==> src/rtl/alu_seq.sv <==
`default_nettype none
// ============================================================================
// Module   : alu_seq
// Purpose  : Registered sequential ALU with a Start/Busy/Done handshake, a
//            carry register and two multi-cycle ops (popcount, shift-add
//            multiply). Results and branch/jump flags are held until the next
//            operation completes.
// Ports    : clk    - clock, rising edge
//            reset  - asynchronous, active-low reset
//            Start  - operation request, sampled only when not Busy
//            Aluop  - 4-bit opcode, captured with Start
//            Imm    - IMM_W-bit two's complement immediate, captured with Start
//            DatA   - operand A, captured with Start
//            DatB   - operand B, captured with Start
//            Busy   - multi-cycle op in progress
//            Done   - one-cycle pulse; Rslt/flags updated in that cycle
//            Rslt   - registered result
//            Zero   - Rslt == 0
//            Par    - XOR reduction of Rslt
//            Jen    - registered jump enable
//            Brc_J  - registered branch-not-taken flag
//            Carry  - carry/borrow register
// Revision : 1.0 - initial release
// ============================================================================
module alu_seq #(
  parameter int WIDTH = 8,  // >= 4
  parameter int IMM_W = 3   // >= 2, and <= WIDTH
) (
  input  logic             clk,
  input  logic             reset,
  input  logic             Start,
  input  logic [3:0]       Aluop,
  input  logic [IMM_W-1:0] Imm,
  input  logic [WIDTH-1:0] DatA,
  input  logic [WIDTH-1:0] DatB,
  output logic             Busy,
  output logic             Done,
  output logic [WIDTH-1:0] Rslt,
  output logic             Zero,
  output logic             Par,
  output logic             Jen,
  output logic             Brc_J,
  output logic             Carry
);

  localparam int CNT_W = $clog2(WIDTH + 1);

  localparam logic [3:0] OP_XOR     = 4'd0;
  localparam logic [3:0] OP_ADDC    = 4'd1;
  localparam logic [3:0] OP_SUBB    = 4'd2;
  localparam logic [3:0] OP_ISZERO  = 4'd3;
  localparam logic [3:0] OP_SIGNPOS = 4'd4;
  localparam logic [3:0] OP_POPCNT  = 4'd5;
  localparam logic [3:0] OP_BLT     = 4'd6;
  localparam logic [3:0] OP_BEQ     = 4'd7;
  localparam logic [3:0] OP_PASS    = 4'd8;
  localparam logic [3:0] OP_SHIFT   = 4'd9;
  localparam logic [3:0] OP_ADDI    = 4'd10;
  localparam logic [3:0] OP_SUBI    = 4'd11;
  localparam logic [3:0] OP_JMP0    = 4'd12;
  localparam logic [3:0] OP_JMP1    = 4'd13;
  localparam logic [3:0] OP_MUL     = 4'd14;
  localparam logic [3:0] OP_CLRC    = 4'd15;

  typedef enum logic [1:0] {
    IDLE = 2'd0,
    RUN  = 2'd1,
    DONE = 2'd2
  } state_t;

  state_t           state;
  logic             op_mul;   // 1: multiply, 0: popcount
  logic [WIDTH-1:0] ma;       // shifting operand A copy
  logic [WIDTH-1:0] mb;       // shifting operand B copy (multiplier)
  logic [WIDTH-1:0] acc;      // partial result
  logic [CNT_W-1:0] cnt;      // remaining bit steps

  // Single-cycle datapath, evaluated on the live inputs at acceptance.
  logic [WIDTH:0]   ext_a;
  logic [WIDTH:0]   ext_b;
  logic [WIDTH:0]   ext_imm;
  logic [WIDTH:0]   ext_cin;
  logic [WIDTH:0]   arith;
  logic [IMM_W:0]   shamt_neg;
  logic [WIDTH-1:0] sc_rslt;
  logic             sc_carry;
  logic             sc_jen;
  logic             sc_brc;
  logic             is_branch;
  logic             is_multi;
  logic [WIDTH-1:0] acc_nxt;

  always_comb begin
    ext_a   = {1'b0, DatA};
    ext_b   = {1'b0, DatB};
    ext_imm = '0;
    ext_imm[IMM_W-1:0] = Imm;
    ext_cin = '0;
    ext_cin[0] = Carry;
    // Magnitude of a negative immediate; one bit wider so the most-negative
    // value maps to 2^(IMM_W-1) instead of wrapping.
    shamt_neg = {1'b0, ~Imm} + (IMM_W+1)'(1);
    arith     = '0;
    sc_rslt   = '0;
    sc_carry  = Carry;
    sc_jen    = 1'b0;
    sc_brc    = 1'b0;
    case (Aluop)
      OP_XOR:     sc_rslt = DatA ^ DatB;
      OP_ADDC: begin
        arith    = ext_a + ext_b + ext_cin;
        sc_rslt  = arith[WIDTH-1:0];
        sc_carry = arith[WIDTH];
      end
      OP_SUBB: begin
        // Top bit of the (WIDTH+1)-bit difference is the borrow.
        arith    = ext_a - ext_b - ext_cin;
        sc_rslt  = arith[WIDTH-1:0];
        sc_carry = arith[WIDTH];
      end
      OP_ISZERO:  sc_rslt = {{(WIDTH-1){1'b0}}, (DatA == '0)};
      OP_SIGNPOS: sc_rslt = {{(WIDTH-1){1'b0}}, ~DatA[WIDTH-1]};
      OP_BLT:     sc_brc  = !(DatA < DatB);
      OP_BEQ:     sc_brc  = (DatA != DatB);
      OP_PASS:    sc_rslt = DatA;
      OP_SHIFT: begin
        if (!Imm[IMM_W-1]) sc_rslt = DatA << Imm;
        else               sc_rslt = DatA >> shamt_neg;
      end
      OP_ADDI: begin
        arith    = ext_a + ext_imm + ext_cin;
        sc_rslt  = arith[WIDTH-1:0];
        sc_carry = arith[WIDTH];
      end
      OP_SUBI: begin
        arith    = ext_a - ext_imm - ext_cin;
        sc_rslt  = arith[WIDTH-1:0];
        sc_carry = arith[WIDTH];
      end
      OP_JMP0, OP_JMP1: sc_jen = 1'b1;
      OP_CLRC: begin
        sc_rslt  = '0;
        sc_carry = 1'b0;
      end
      default:    sc_rslt = '0;
    endcase
  end

  assign is_branch = (Aluop == OP_BLT) || (Aluop == OP_BEQ) ||
                     (Aluop == OP_JMP0) || (Aluop == OP_JMP1);
  assign is_multi  = (Aluop == OP_POPCNT) || (Aluop == OP_MUL);

  // One bit per step: multiply adds the shifted multiplicand when the current
  // multiplier bit is set; popcount adds the current LSB of A.
  always_comb begin
    if (op_mul) acc_nxt = acc + (mb[0] ? ma : '0);
    else        acc_nxt = acc + {{(WIDTH-1){1'b0}}, ma[0]};
  end

  always_ff @(posedge clk or negedge reset) begin
    if (!reset) begin
      state  <= IDLE;
      Rslt   <= '0;
      Jen    <= 1'b0;
      Brc_J  <= 1'b0;
      Carry  <= 1'b0;
      op_mul <= 1'b0;
      ma     <= '0;
      mb     <= '0;
      acc    <= '0;
      cnt    <= '0;
    end else begin
      case (state)
        IDLE, DONE: begin
          if (Start) begin
            if (is_multi) begin
              op_mul <= (Aluop == OP_MUL);
              ma     <= DatA;
              mb     <= DatB;
              acc    <= '0;
              cnt    <= CNT_W'(WIDTH);
              state  <= RUN;
            end else begin
              if (is_branch) begin
                Jen   <= sc_jen;
                Brc_J <= sc_brc;
              end else begin
                Rslt  <= sc_rslt;
                Jen   <= 1'b0;
                Brc_J <= 1'b0;
              end
              Carry <= sc_carry;
              state <= DONE;
            end
          end else begin
            state <= IDLE;
          end
        end
        RUN: begin
          acc <= acc_nxt;
          ma  <= op_mul ? (ma << 1) : (ma >> 1);
          mb  <= mb >> 1;
          cnt <= cnt - CNT_W'(1);
          if (cnt == CNT_W'(1)) begin
            Rslt  <= acc_nxt;
            Jen   <= 1'b0;
            Brc_J <= 1'b0;
            state <= DONE;
          end
        end
        default: state <= IDLE;
      endcase
    end
  end

  assign Busy = (state == RUN);
  assign Done = (state == DONE);
  assign Zero = (Rslt == '0);
  assign Par  = ^Rslt;

endmodule
`default_nettype wire

==> config.mk <==
export PLATFORM = sky130hd
export DESIGN_NAME = alu_seq
export DESIGN_NICKNAME = d
export VERILOG_FILES = /design/src/rtl/alu_seq.sv
export SDC_FILE = /design/constraint.sdc
export NUM_CORES = 1
export LEC_CHECK = 0
export BUFFER_PORTS_ARGS = -buffer_cell sky130_fd_sc_hd__buf_2
export CAP_MARGIN = 20
export CELL_PAD_IN_SITES_DETAIL_PLACEMENT = 0
export CELL_PAD_IN_SITES_GLOBAL_PLACEMENT = 1
export CORE_MARGIN = 3
export CORE_UTILIZATION = 35
export CTS_CLUSTER_SIZE = 25
export DETAILED_ROUTE_END_ITERATION = 10
export GPL_TIMING_DRIVEN = 0
export HOLD_SLACK_MARGIN = 0.08
export PLACE_DENSITY = 0.75
export REMOVE_ABC_BUFFERS = 1
export SETUP_SLACK_MARGIN = 0.5
export SYNTH_ARGS = -nofsm -noshare
export SYNTH_HDL_FRONTEND = slang
export SYNTH_SLANG_ARGS = --single-unit
==> constraint.sdc <==
create_clock -name clk -period 3.89 [get_ports clk]
set_input_delay 0.9725 -clock clk [delete_from_list [all_inputs] [get_ports clk]]
set_output_delay 0.9725 -clock clk [all_outputs]
set_load 0.05 [all_outputs]
==> flow_summary.rst <==
.. list-table::
   :header-rows: 1

   * - Metric
     - Value
   * - Result of the run
     - completed
   * - Crit path buffers/inverters
     - 4
   * - Post-Synth Adder-Cell Area
     - 16.5%
   * - Share of synthesized area occupied by flip-flops and latches
     - 21.5%
   * - Post-CTS Hold Buffers
     - 0
   * - Main flop type after synthesis
     - dfrtp_1
   * - Core region area
     - 0.0135 sq mm
   * - Register bit count reported by yosys
     - 42
   * - Number of cells produced by synthesis
     - 600
   * - Portion of the clock cycle consumed by the worst path in the final layout
     - 84.7%
   * - Utilization after layout
     - 41.4%
   * - Final wirelength
     - 15600 microns
   * - Deepest clock path buffer count
     - 2
   * - Power per Cell Area
     - 492 mW/mm^2
   * - Number of buffers created by CTS
     - 5
   * - Global-route usage over all layers
     - 20.3%
   * - Net count reported at finish
     - 700
   * - Highest metal layer with signal wires
     - met4
   * - Setup repair after global routing missed its margin
     - true
   * - DIE WIDTH
     - 124 microns
   * - Synthesis Warnings
     - 0
   * - Clock sink total
     - 42
   * - Die Y
     - 124 microns
   * - Area of the die
     - 0.0154 sq mm
   * - Antenna diode count
     - 0
   * - Final-report hold violation count
     - 0
   * - Hold/Removal Path Class
     - reg2reg
   * - Maximum VDD drop
     - 0.366 mV
   * - Async set or reset register ratio after synthesis
     - 100%
   * - Fraction of layout instances using a drive strength above 1
     - 14.8%
   * - Post-synthesis compound-gate area fraction
     - 23.7%
   * - Number of synthesized flops with an enable pin
     - 0
   * - Final Worst Setup Slack
     - 0.595 ns
   * - Overall via count from detail_route
     - 4713
   * - Total met3 wirelength after detailed routing
     - 1180 microns
   * - Startpoint Class
     - input pin
   * - Critical path data required time
     - 4.07 ns
   * - Largest family of logic cells by synthesized area
     - compound AO/OA/AOI/OAI gates
   * - Library cell contributing the largest single delay on the critical path
     - ha_2
   * - Number of global-route vias before repair
     - 4377
   * - Fin Hold WS
     - 0.481 ns
   * - Headroom to the max-slew limit
     - 43.4%
   * - Starting utilization of the core area
     - 36.3%
   * - Number of violations of the max-capacitance limit
     - 0
   * - Number of antenna violations at the first check in global routing
     - 0
   * - First-iteration detailed-routing DRC count
     - 493
   * - Slew @ Worst Pin
     - 0.849 ns
   * - Static Leak
     - 2.42 nW
   * - Distinct cell type count after synthesis
     - 79
   * - Mux contribution to synthesized area
     - 4.28%
   * - Cell family with the largest share of critical-path delay
     - compound AO/OA/AOI/OAI gates
   * - Type of the worst setup path
     - in2reg
   * - Synth Area per Inst
     - 8.14 sq um
   * - Cell type with the highest occurrence count on the critical path
     - inv_1
   * - Total congestion overflow
     - 0
   * - Post-placement worst setup slack
     - -0.280 ns
   * - Max frequency
     - 303 MHz
   * - Simple-gate share of the synthesized area
     - 22.3%
   * - Number of nets still failing antenna checks after routing
     - 0
   * - Shortest clock period the worst path allows after layout
     - 3.30 ns
   * - Post-synth design cell area
     - 0.00489 sq mm
   * - Maximum level of the CTS H-tree
     - 2
   * - Average wire per standard cell
     - 19.7 microns
   * - Endpoint type of the worst setup path
     - flip-flop
   * - Clock-pin slew of the registers on the worst-case setup and hold paths
     - 0.07 ns
   * - Buffers added on ports
     - 40
   * - Clock latency of the later-clocked register in the worst-skew pair
     - 0.29 ns
   * - Detail Placement HPWL
     - 11300 microns
   * - Clock tree root buffer cell
     - clkbuf_16
   * - Drc violations
     - 0
   * - Signed area change from the synthesized netlist to the final layout
     - 13.9%
   * - Length of routed met2 wiring
     - 7230 microns
   * - Setup clock skew after layout
     - 0.00536 ns
   * - Met1 wire length
     - 6990 microns
   * - CP Data Arrival Time
     - 3.48 ns
   * - Row Count
     - 42
   * - Final number of max-transition violations
     - 0
   * - Number of failing setup endpoints in the final timing report
     - 0
   * - Routability congestion estimate
     - 0.974
   * - Total iterations of the first detailed-routing run
     - 5
   * - Biggest fanout along the worst timing path
     - 15
   * - CP peak stage delay
     - 0.40 ns
   * - XOR/XNOR Fraction of Synth Area
     - 3.94%
   * - First-pass GRT wire length
     - 24300 microns
   * - # IOs
     - 41
   * - Pin count of the biggest net entering global routing
     - 43
   * - Clock tree from TritonCTS
     - done
   * - Sequence of cells on the critical path
     - buf_4 > inv_1 > ha_1 > inv_1 > ha_2 > inv_1 > a211oi_2 > mux2i_1 > a2111oi_4 > nand3_2 > a31o_1
   * - Total design power
     - 0.00274 W
   * - Routed via count divided by cell count
     - 5.95
repair_timing:
item,in CTS,in global routing
cloned,0,0
setup endpoints to repair,6,5
pin swaps,5,7
buffers inserted,1,2
resized for setup,27,18
per-layer routing:
layer | vias up | track usage (%)
met3 | 16 | 2.04
met5 | - | 0
met1 | 2289 | 29.1
met4 | 0 | 3.42
li1 | 2214 | -
met2 | 194 | 33.5
final cells by class:
type	count	area [sq um]
multi-input cells	468	3650
fillers	1401	7890
clock inverters	2	37.5
clock buffers	6	129
well taps	176	220
flip-flops and latches	42	1050
repair buffers	44	268
inverters	54	210
flip-flops by register name (all words and copies together), names as in the netlist:
name and count:
ma 8, Jen 1, cnt 4, Carry 1
Rslt 8, acc 8, mb 8, op_mul 1
Brc_J 1, state 2
placed cells by master, fill, tap and decap left out, types with 4 or more instances in the layout:
cell | Yosys | final
a31oi_1 | 11 | 11
nor3b_1 | 6 | 6
mux4_2 | 4 | 4
o22ai_1 | 11 | 11
a211oi_1 | 12 | 11
buf_4 | 5 | 8
nand3_1 | 15 | 14
buf_2 | 8 | 33
o21ai_0 | 26 | 26
clkbuf_16 | 0 | 5
inv_1 | 54 | 52
a2111oi_4 | 0 | 4
a21oi_1 | 29 | 27
or3_1 | 4 | 4
nand2b_1 | 10 | 8
a21o_1 | 10 | 10
nand4_1 | 4 | 4
o31ai_1 | 6 | 4
a311o_1 | 4 | 4
nor3_1 | 16 | 16
mux2i_1 | 7 | 7
o21a_1 | 4 | 4
and3_1 | 9 | 9
xnor2_1 | 13 | 13
dfrtp_1 | 42 | 42
nor2_1 | 42 | 42
fa_1 | 9 | 8
xor2_1 | 9 | 9
nand2_1 | 54 | 54
nor4_1 | 10 | 10
nor2b_1 | 19 | 19
ha_1 | 50 | 42
ha_4 | 0 | 5
where the power goes:
part / internal, W / total, W / switching [W]
combinational: 0.000582 / 0.00150 / 0.000922
clock: 0.000303 / 0.000485 / 0.000181
sequential: 0.000605 / 0.000750 / 0.000144
total: 0.00149 / 0.00274 / 0.00125
synthesized netlist by cell type, types with 5 or more instances:
| cell | number | area share [%] |
|---|---|---|
| a31oi_1 | 11 | 1.4 |
| o31ai_1 | 6 | 0.92 |
| nand2_1 | 54 | 4.1 |
| nor4_1 | 10 | 1.3 |
| a21o_1 | 10 | 1.5 |
| buf_4 | 5 | 0.77 |
| nor3_1 | 16 | 1.6 |
| and3_1 | 9 | 1.2 |
| a211oi_1 | 12 | 1.8 |
| fa_1 | 9 | 3.7 |
| buf_2 | 8 | 0.82 |
| xnor2_1 | 13 | 2.3 |
| nand3_1 | 15 | 1.5 |
| nor3b_1 | 6 | 0.92 |
| inv_1 | 54 | 4.1 |
| clkbuf_1 | 19 | 1.5 |
| a21oi_1 | 29 | 3.0 |
| nor2b_1 | 19 | 2.4 |
| xor2_1 | 9 | 1.6 |
| ha_1 | 50 | 13 |
| nand2b_1 | 10 | 1.3 |
| nor2_1 | 42 | 3.2 |
| dfrtp_1 | 42 | 22 |
| o21ai_0 | 26 | 2.7 |
| o22ai_1 | 11 | 1.4 |
| mux2i_1 | 7 | 1.4 |
metrics by stage:
step | cell area (sq um) | std cells | setup TNS, ns
finish | 5570 | 792 | 0
global placement | 5130 | 780 | -0.720
CTS | 5430 | 789 | 0
floorplan | 4710 | 564 | 0
global route | 5570 | 792 | 0
detailed placement | 5130 | 780 | -0.818
worst reg2reg max path, stage by stage, from the launching register on:
cell and delay, ns:
dfrtp_1 0.45, inv_1 0.15, fa_2 0.39, fa_1 0.42, nand2b_4 0.18, a2111oi_4 0.44
o21a_1 0.17, o311ai_1 0.11, o31ai_2 0.40, a31oi_1 0.13
kinds of logic after synthesis:
| kind of cell | count (synthesis) |
|---|---|
| simple gates | 208 |
| fa+ha+maj | 59 |
| mux | 14 |
| xor+xnor | 22 |
| flops | 42 |
| compound gates | 165 |
| buf+inv | 90 |
final timing paths:
check                        start  endpoint  slack (ns)  cells past startpoint
max                        DatA[3]   Rslt[7]        0.59                     11
min                         cnt[3]    cnt[3]        0.48                      1
max reg2reg                  Carry   Rslt[6]        0.93                      9
min reg2reg                 cnt[3]    cnt[3]        0.48                      1
max in group asynchronous    reset    acc[5]        2.95                      2
min in group asynchronous    reset   Rslt[5]        0.49                      1
Power figures use the tool's default switching activity.
